### src/rtl/ehgu_hamming_scrub_ctrl.sv
// Background scrubber for a SECDED Hamming word memory: sweeps every address over a
// shared req/gnt port, writes back single-bit corrections and logs double-bit errors.
module ehgu_hamming_scrub_ctrl #(
  parameter int N     = 7,
  parameter int K     = 4,
  parameter int DEPTH = 16,
  parameter int CW    = 8
) (
  input  logic                     clk,
  input  logic                     rst_n,
  input  logic                     start,
  input  logic                     abort,
  output logic                     mem_req,
  output logic                     mem_we,
  output logic [$clog2(DEPTH)-1:0] mem_addr,
  output logic [N:0]               mem_wdata,
  input  logic                     mem_gnt,
  input  logic                     mem_rvalid,
  input  logic [N:0]               mem_rdata,
  output logic                     busy,
  output logic                     done,
  output logic [CW-1:0]            corr_cnt,
  output logic [CW-1:0]            uncorr_cnt,
  output logic                     err_valid,
  output logic [$clog2(DEPTH)-1:0] err_addr,
  output logic [2:0]               state_dbg
);
  localparam int AW = $clog2(DEPTH);
  localparam int PW = N - K;

  // Handshake: a request (read or write) is accepted on the cycle mem_req and
  // mem_gnt are both high; until then mem_addr/mem_we/mem_wdata hold steady.
  // Read data is taken on any cycle mem_rvalid is high while waiting for it.
  typedef enum logic [2:0] {IDLE, RD_REQ, RD_WAIT, CHECK, WR_REQ, NEXT, DONE} state_t;

  state_t        state, state_nxt;
  logic [AW-1:0] addr;
  logic [N:0]    rd_word, fix_word, corr_word;
  logic [PW-1:0] syn;
  logic          par, single_err, double_err;
  logic          abort_pend, abort_any, last_addr;
  int            syn_val, flip_idx;

  assign abort_any = abort | abort_pend;
  assign last_addr = (addr == AW'(DEPTH - 1));

  // Syndrome bit j covers every Hamming position (i+1) that has bit j set.
  always_comb begin
    syn = '0;
    for (int i = 0; i < N; i++)
      for (int j = 0; j < PW; j++)
        if ((((i + 1) >> j) & 1) == 1) syn[j] = syn[j] ^ rd_word[i];
    par        = ^rd_word;
    syn_val    = {{(32 - PW){1'b0}}, syn};
    flip_idx   = (syn_val == 0) ? N : syn_val - 1;
    for (int i = 0; i <= N; i++) fix_word[i] = rd_word[i] ^ (i == flip_idx);
    single_err = par && (syn_val <= N);
    double_err = (!par && (syn_val != 0)) || (par && (syn_val > N));
  end

  always_ff @(posedge clk) begin
    if (!rst_n) state <= IDLE;
    else        state <= state_nxt;
  end

  always_comb begin
    state_nxt = state;
    case (state)
      IDLE:    if (start) state_nxt = RD_REQ;
      RD_REQ:  if (mem_gnt) state_nxt = RD_WAIT;
               else if (abort_any) state_nxt = DONE;
      RD_WAIT: if (mem_rvalid) state_nxt = CHECK;
      CHECK:   if (abort_any) state_nxt = DONE;
               else if (single_err) state_nxt = WR_REQ;
               else state_nxt = NEXT;
      WR_REQ:  if (mem_gnt) state_nxt = NEXT;
      NEXT:    state_nxt = (last_addr || abort_any) ? DONE : RD_REQ;
      DONE:    state_nxt = IDLE;
      default: state_nxt = IDLE;
    endcase
  end

  always_comb begin
    mem_req   = (state == RD_REQ) || (state == WR_REQ);
    mem_we    = (state == WR_REQ);
    mem_addr  = addr;
    mem_wdata = corr_word;
    busy      = (state != IDLE);
    done      = (state == DONE);
    state_dbg = state;
  end

  // Errors are still counted in CHECK when an abort suppresses the write-back.
  always_ff @(posedge clk) begin
    if (!rst_n) begin
      addr       <= '0;
      rd_word    <= '0;
      corr_word  <= '0;
      corr_cnt   <= '0;
      uncorr_cnt <= '0;
      err_valid  <= 1'b0;
      err_addr   <= '0;
      abort_pend <= 1'b0;
    end else begin
      err_valid <= 1'b0;
      if (state == IDLE) abort_pend <= 1'b0;
      else if (abort)    abort_pend <= 1'b1;
      case (state)
        IDLE: if (start) begin
          addr       <= '0;
          corr_cnt   <= '0;
          uncorr_cnt <= '0;
        end
        RD_WAIT: if (mem_rvalid) rd_word <= mem_rdata;
        CHECK: begin
          if (single_err) begin
            corr_word <= fix_word;
            if (corr_cnt != '1) corr_cnt <= corr_cnt + 1'b1;
          end
          if (double_err) begin
            err_valid <= 1'b1;
            err_addr  <= addr;
            if (uncorr_cnt != '1) uncorr_cnt <= uncorr_cnt + 1'b1;
          end
        end
        NEXT: if (!last_addr && !abort_any) addr <= addr + 1'b1;
        default: ;
      endcase
    end
  end
endmodule

### config.mk
export PLATFORM = sky130hd
export DESIGN_NAME = ehgu_hamming_scrub_ctrl
export DESIGN_NICKNAME = d
export VERILOG_FILES = /design/src/rtl/ehgu_hamming_scrub_ctrl.sv
export SDC_FILE = /design/constraint.sdc
export NUM_CORES = 1
export LEC_CHECK = 0
export ABC_AREA = 1
export CORE_UTILIZATION = 45
export DETAILED_ROUTE_END_ITERATION = 8
export GPL_TIMING_DRIVEN = 0
export PLACE_DENSITY = 0.79
export SYNTH_ARGS = -nofsm -noshare
export SYNTH_HDL_FRONTEND = slang
export SYNTH_SLANG_ARGS = --single-unit
### constraint.sdc
create_clock -name clk -period 2.8 [get_ports clk]
set_input_delay 0.84 -clock clk [delete_from_list [all_inputs] [get_ports clk]]
set_output_delay 0.84 -clock clk [all_outputs]
set_load 0.05 [all_outputs]
==> results.tsv <==
stage	metric	value	unit
floorplanning	die area	6050	sq um
clock_tree	Max clock buf depth	2	
timing	RSZ-0062 raised after global routing	false	
global_route	vias in the first global route	2427	
detailed_routing	DR WL/cell	12.9	um
synthesis	Mapped Cells	387	
finish	ant diodes	0	
clock_tree	Worst-path clk slew	0.09	ns
detailed_routing	Iter 0 DRT Violations	186	
clock_tree	CTS Sinks	45	
worst_setup_path	Arr. time, crit path	1.75	ns
detailed_routing	DR vias/cell	5.24	
worst_setup_path	CP Class	register to output port	
power	Cell Pwr Density	993	nW/um^2
synthesis	Syn Std Cell Area	2580	sq um
worst_setup_path	Startpoint Class	register	
timing	Slew headroom	64.7	%
place	I/O Buffers	53	
timing	Peak Freq	386	MHz
clock_tree	CTS Hold Buffers Added	0	
global_route	GR Overflow Total	0	
timing	Final Cycle Share	92.4	%
timing	worst slew pin tran	0.528	ns
global_route	initial antenna violation count	0	
detailed_routing	DRC viols	0	
run_status	status	finished, final reports clean	
synthesis	Ys Warns	0	
power	Tot Pwr	3310	uW
clock_tree	TritonCTS clock tree	yes	
place	Placement Setup Slack	0.265	ns
timing	PnR worst setup slack	0.212	ns
job	Max-cap violations	0	
synthesis	flops & latches, synth	45	
timing	Setup-failing EPs final	0	
detailed_routing	via count of the routed design	2724	
timing	endpoints failing hold	0	
synthesis	Avg Cell Area, Syn	6.67	sq um
global_route	gr usage total	23.1	%
detailed_routing	Detailed Route WL	6710	um
clock_tree	CTS H-tree depth	2	
synthesis	Seq/Total Area, Yosys	34.9	%
global_route	largest net degree at the start of global routing	15	
floorplanning	initial core utilization	46.9	%
floorplanning	CORE AREA	5510	sq um
place	DP Wirelength	4870	um
floorplanning	row count	27	
finish	share of layout cells above drive strength 1	6.92	%
worst_hold_path	HP Class	register to register	
clock_tree	root buffer cell	clkbuf_8	
timing	min Tclk post-route	2.59	ns
timing	setup_tns	0	ns
detailed_routing	antenna violation net count after detailed routing	0	
worst_setup_path	crit path max fanout	7	
place	Final Wtd Congestion	0.892	
finish	Final nets	465	
finish	Area Growth Syn to Fin	29.2	%
floorplanning	Die X	77.8	um
timing	Fin Clk Skew	0.00863	ns
clock_tree	Clk Latency, worst-skew pair	0.30	ns
clock_tree	total CTS buffers	5	
power	Max VDD drop	0.488	mV
synthesis	Post-Syn Nets	405	
detailed_routing	TritonRoute pass-1 iters	6	
timing	Max Slew Vio Count	0	
global_route	first-pass GRT wire length	11200	um
floorplanning	# IOs	54	
power	Pleak	0.00136	uW
floorplanning	Die Height	77.8	um
synthesis	Yosys cell types	32	
worst_setup_path	Worst Setup End Kind	output port	
worst_setup_path	CP required	1.96	ns
worst paths after layout:
check                                 start                   endpoint  slack, ns  cells past startpoint
setup / recovery  state_dbg[2]$_SDFFE_PN0P_                    mem_req       0.21                      5
setup reg to reg    rd_word[4]$_SDFFE_PN0P_  mem_wdata[5]$_SDFFE_PN0P_       0.38                     11
hold / removal     corr_cnt[7]$_SDFFE_PN0P_   corr_cnt[7]$_SDFFE_PN0P_       0.51                      2
hold reg to reg    corr_cnt[7]$_SDFFE_PN0P_   corr_cnt[7]$_SDFFE_PN0P_       0.51                      2
state kept, by name, summed over array words and instances (netlist names), 3 cells and up:
name,flops
rd_word,8
err_addr,4
uncorr_cnt,8
corr_cnt,8
state_dbg,3
mem_addr,4
mem_wdata,8
layer usage:
metal | wire [um] | part of all wire, % | global-route usage (%)
met3 | 432 | 6.4 | 4.24
met4 | 95 | 1.4 | 6.23
met2 | 3210 | 48 | 39.1
met1 | 2970 | 44 | 30.0
met5 | 0 | 0 | 0
cells in the mapped netlist:
| cell | instances | area (sq um) |
|---|---|---|
| a211oi_1 | 1 | 7.51 |
| a21oi_1 | 34 | 170 |
| a21oi_2 | 2 | 17.5 |
| a31oi_1 | 4 | 25.0 |
| buf_1 | 1 | 3.75 |
| buf_2 | 4 | 20.0 |
| buf_4 | 1 | 7.51 |
| buf_6 | 1 | 11.3 |
| clkbuf_1 | 4 | 15.0 |
| clkinv_1 | 1 | 3.75 |
| dfxtp_1 | 45 | 901 |
| ha_1 | 4 | 50.1 |
| inv_1 | 44 | 165 |
| inv_2 | 2 | 7.51 |
| inv_4 | 1 | 6.26 |
| nand2_1 | 99 | 372 |
| nand2_2 | 3 | 18.8 |
| nand2_4 | 1 | 11.3 |
| nand3_1 | 26 | 130 |
| nand3b_1 | 1 | 7.51 |
| nand4_1 | 15 | 93.8 |
| nor2_1 | 30 | 113 |
| nor2_2 | 2 | 12.5 |
| nor2_4 | 1 | 11.3 |
| nor3_1 | 8 | 40.0 |
| nor3_4 | 1 | 16.3 |
| o2111ai_1 | 1 | 8.76 |
| o21a_1 | 2 | 15.0 |
| o21ai_0 | 25 | 125 |
| or2_2 | 2 | 12.5 |
| xnor2_1 | 7 | 61.3 |
| xor2_1 | 14 | 123 |
timing repair:
item                       4_1_cts  5_1_grt
resized for setup                2        3
setup buffers                    0        0
setup endpoints to repair        2        3
area by class of cell:
| cell class | count | area [sq um] |
|---|---|---|
| plain buffers | 11 | 57.6 |
| clock buffers | 6 | 82.6 |
| clock inverters | 2 | 37.5 |
| fillers | 509 | 2170 |
| inverters | 48 | 183 |
| multi-input cells | 283 | 1450 |
| flip-flops and latches | 45 | 901 |
| well taps | 72 | 90.1 |
| repair buffers | 53 | 537 |
cell usage in the layout, fill, tap and decap left out, types with 2 or more instances in the layout:
cell type | synthesis | final
clkdlybuf4s50_1 | 0 | 49
dfxtp_1 | 45 | 45
a31oi_1 | 4 | 4
nand3_1 | 26 | 26
inv_2 | 2 | 2
a21oi_2 | 2 | 2
ha_1 | 4 | 4
nor3_1 | 8 | 7
o21ai_0 | 25 | 25
nand2_1 | 99 | 99
buf_2 | 4 | 4
o21a_1 | 2 | 2
clkbuf_1 | 4 | 4
clkbuf_8 | 0 | 6
xor2_1 | 14 | 14
nor2_2 | 2 | 3
dlymetal6s2s_1 | 0 | 3
inv_1 | 44 | 44
nand4_1 | 15 | 15
nand2_2 | 3 | 3
nor2_1 | 30 | 29
or2_2 | 2 | 2
a21oi_1 | 34 | 34
xnor2_1 | 7 | 7
critical path, cell delays in order, from the launching register on:
cell and delay [ns]:
dfxtp_1 0.52, nand2_1 0.16, nor2_2 0.13, inv_1 0.07, nand2_1 0.06, dlygate4sd2_1 0.52
stage by stage:
step / hold slack [ns] / instances / cell area, sq um / util (%)
after floorplan: 0.470 / 387 / 2580 / -
after global placement: 0.476 / 512 / 3210 / 58.2
after detailed placement: 0.487 / 512 / 3210 / 58.2
after CTS: 0.501 / 520 / 3330 / 60.5
after global routing: 0.532 / 520 / 3340 / 60.6
final: 0.506 / 520 / 3340 / 60.6
power breakdown:
group          switching (uW)  internal, uW
logic                    1360           583
registers                 108           731
clock network             238           291
cells by family (layout without fill, tap and decap cells):
family / Yosys count / after routing / share of synthesized area, %
compound gates: 69 / 69 / 14.3
xor+xnor: 21 / 21 / 7.12
fa+ha+maj: 4 / 4 / 1.94
buf+inv: 59 / 120 / 9.30
flops: 45 / 45 / 34.9
simple gates: 189 / 189 / 32.5
Power figures use the tool's default switching activity.
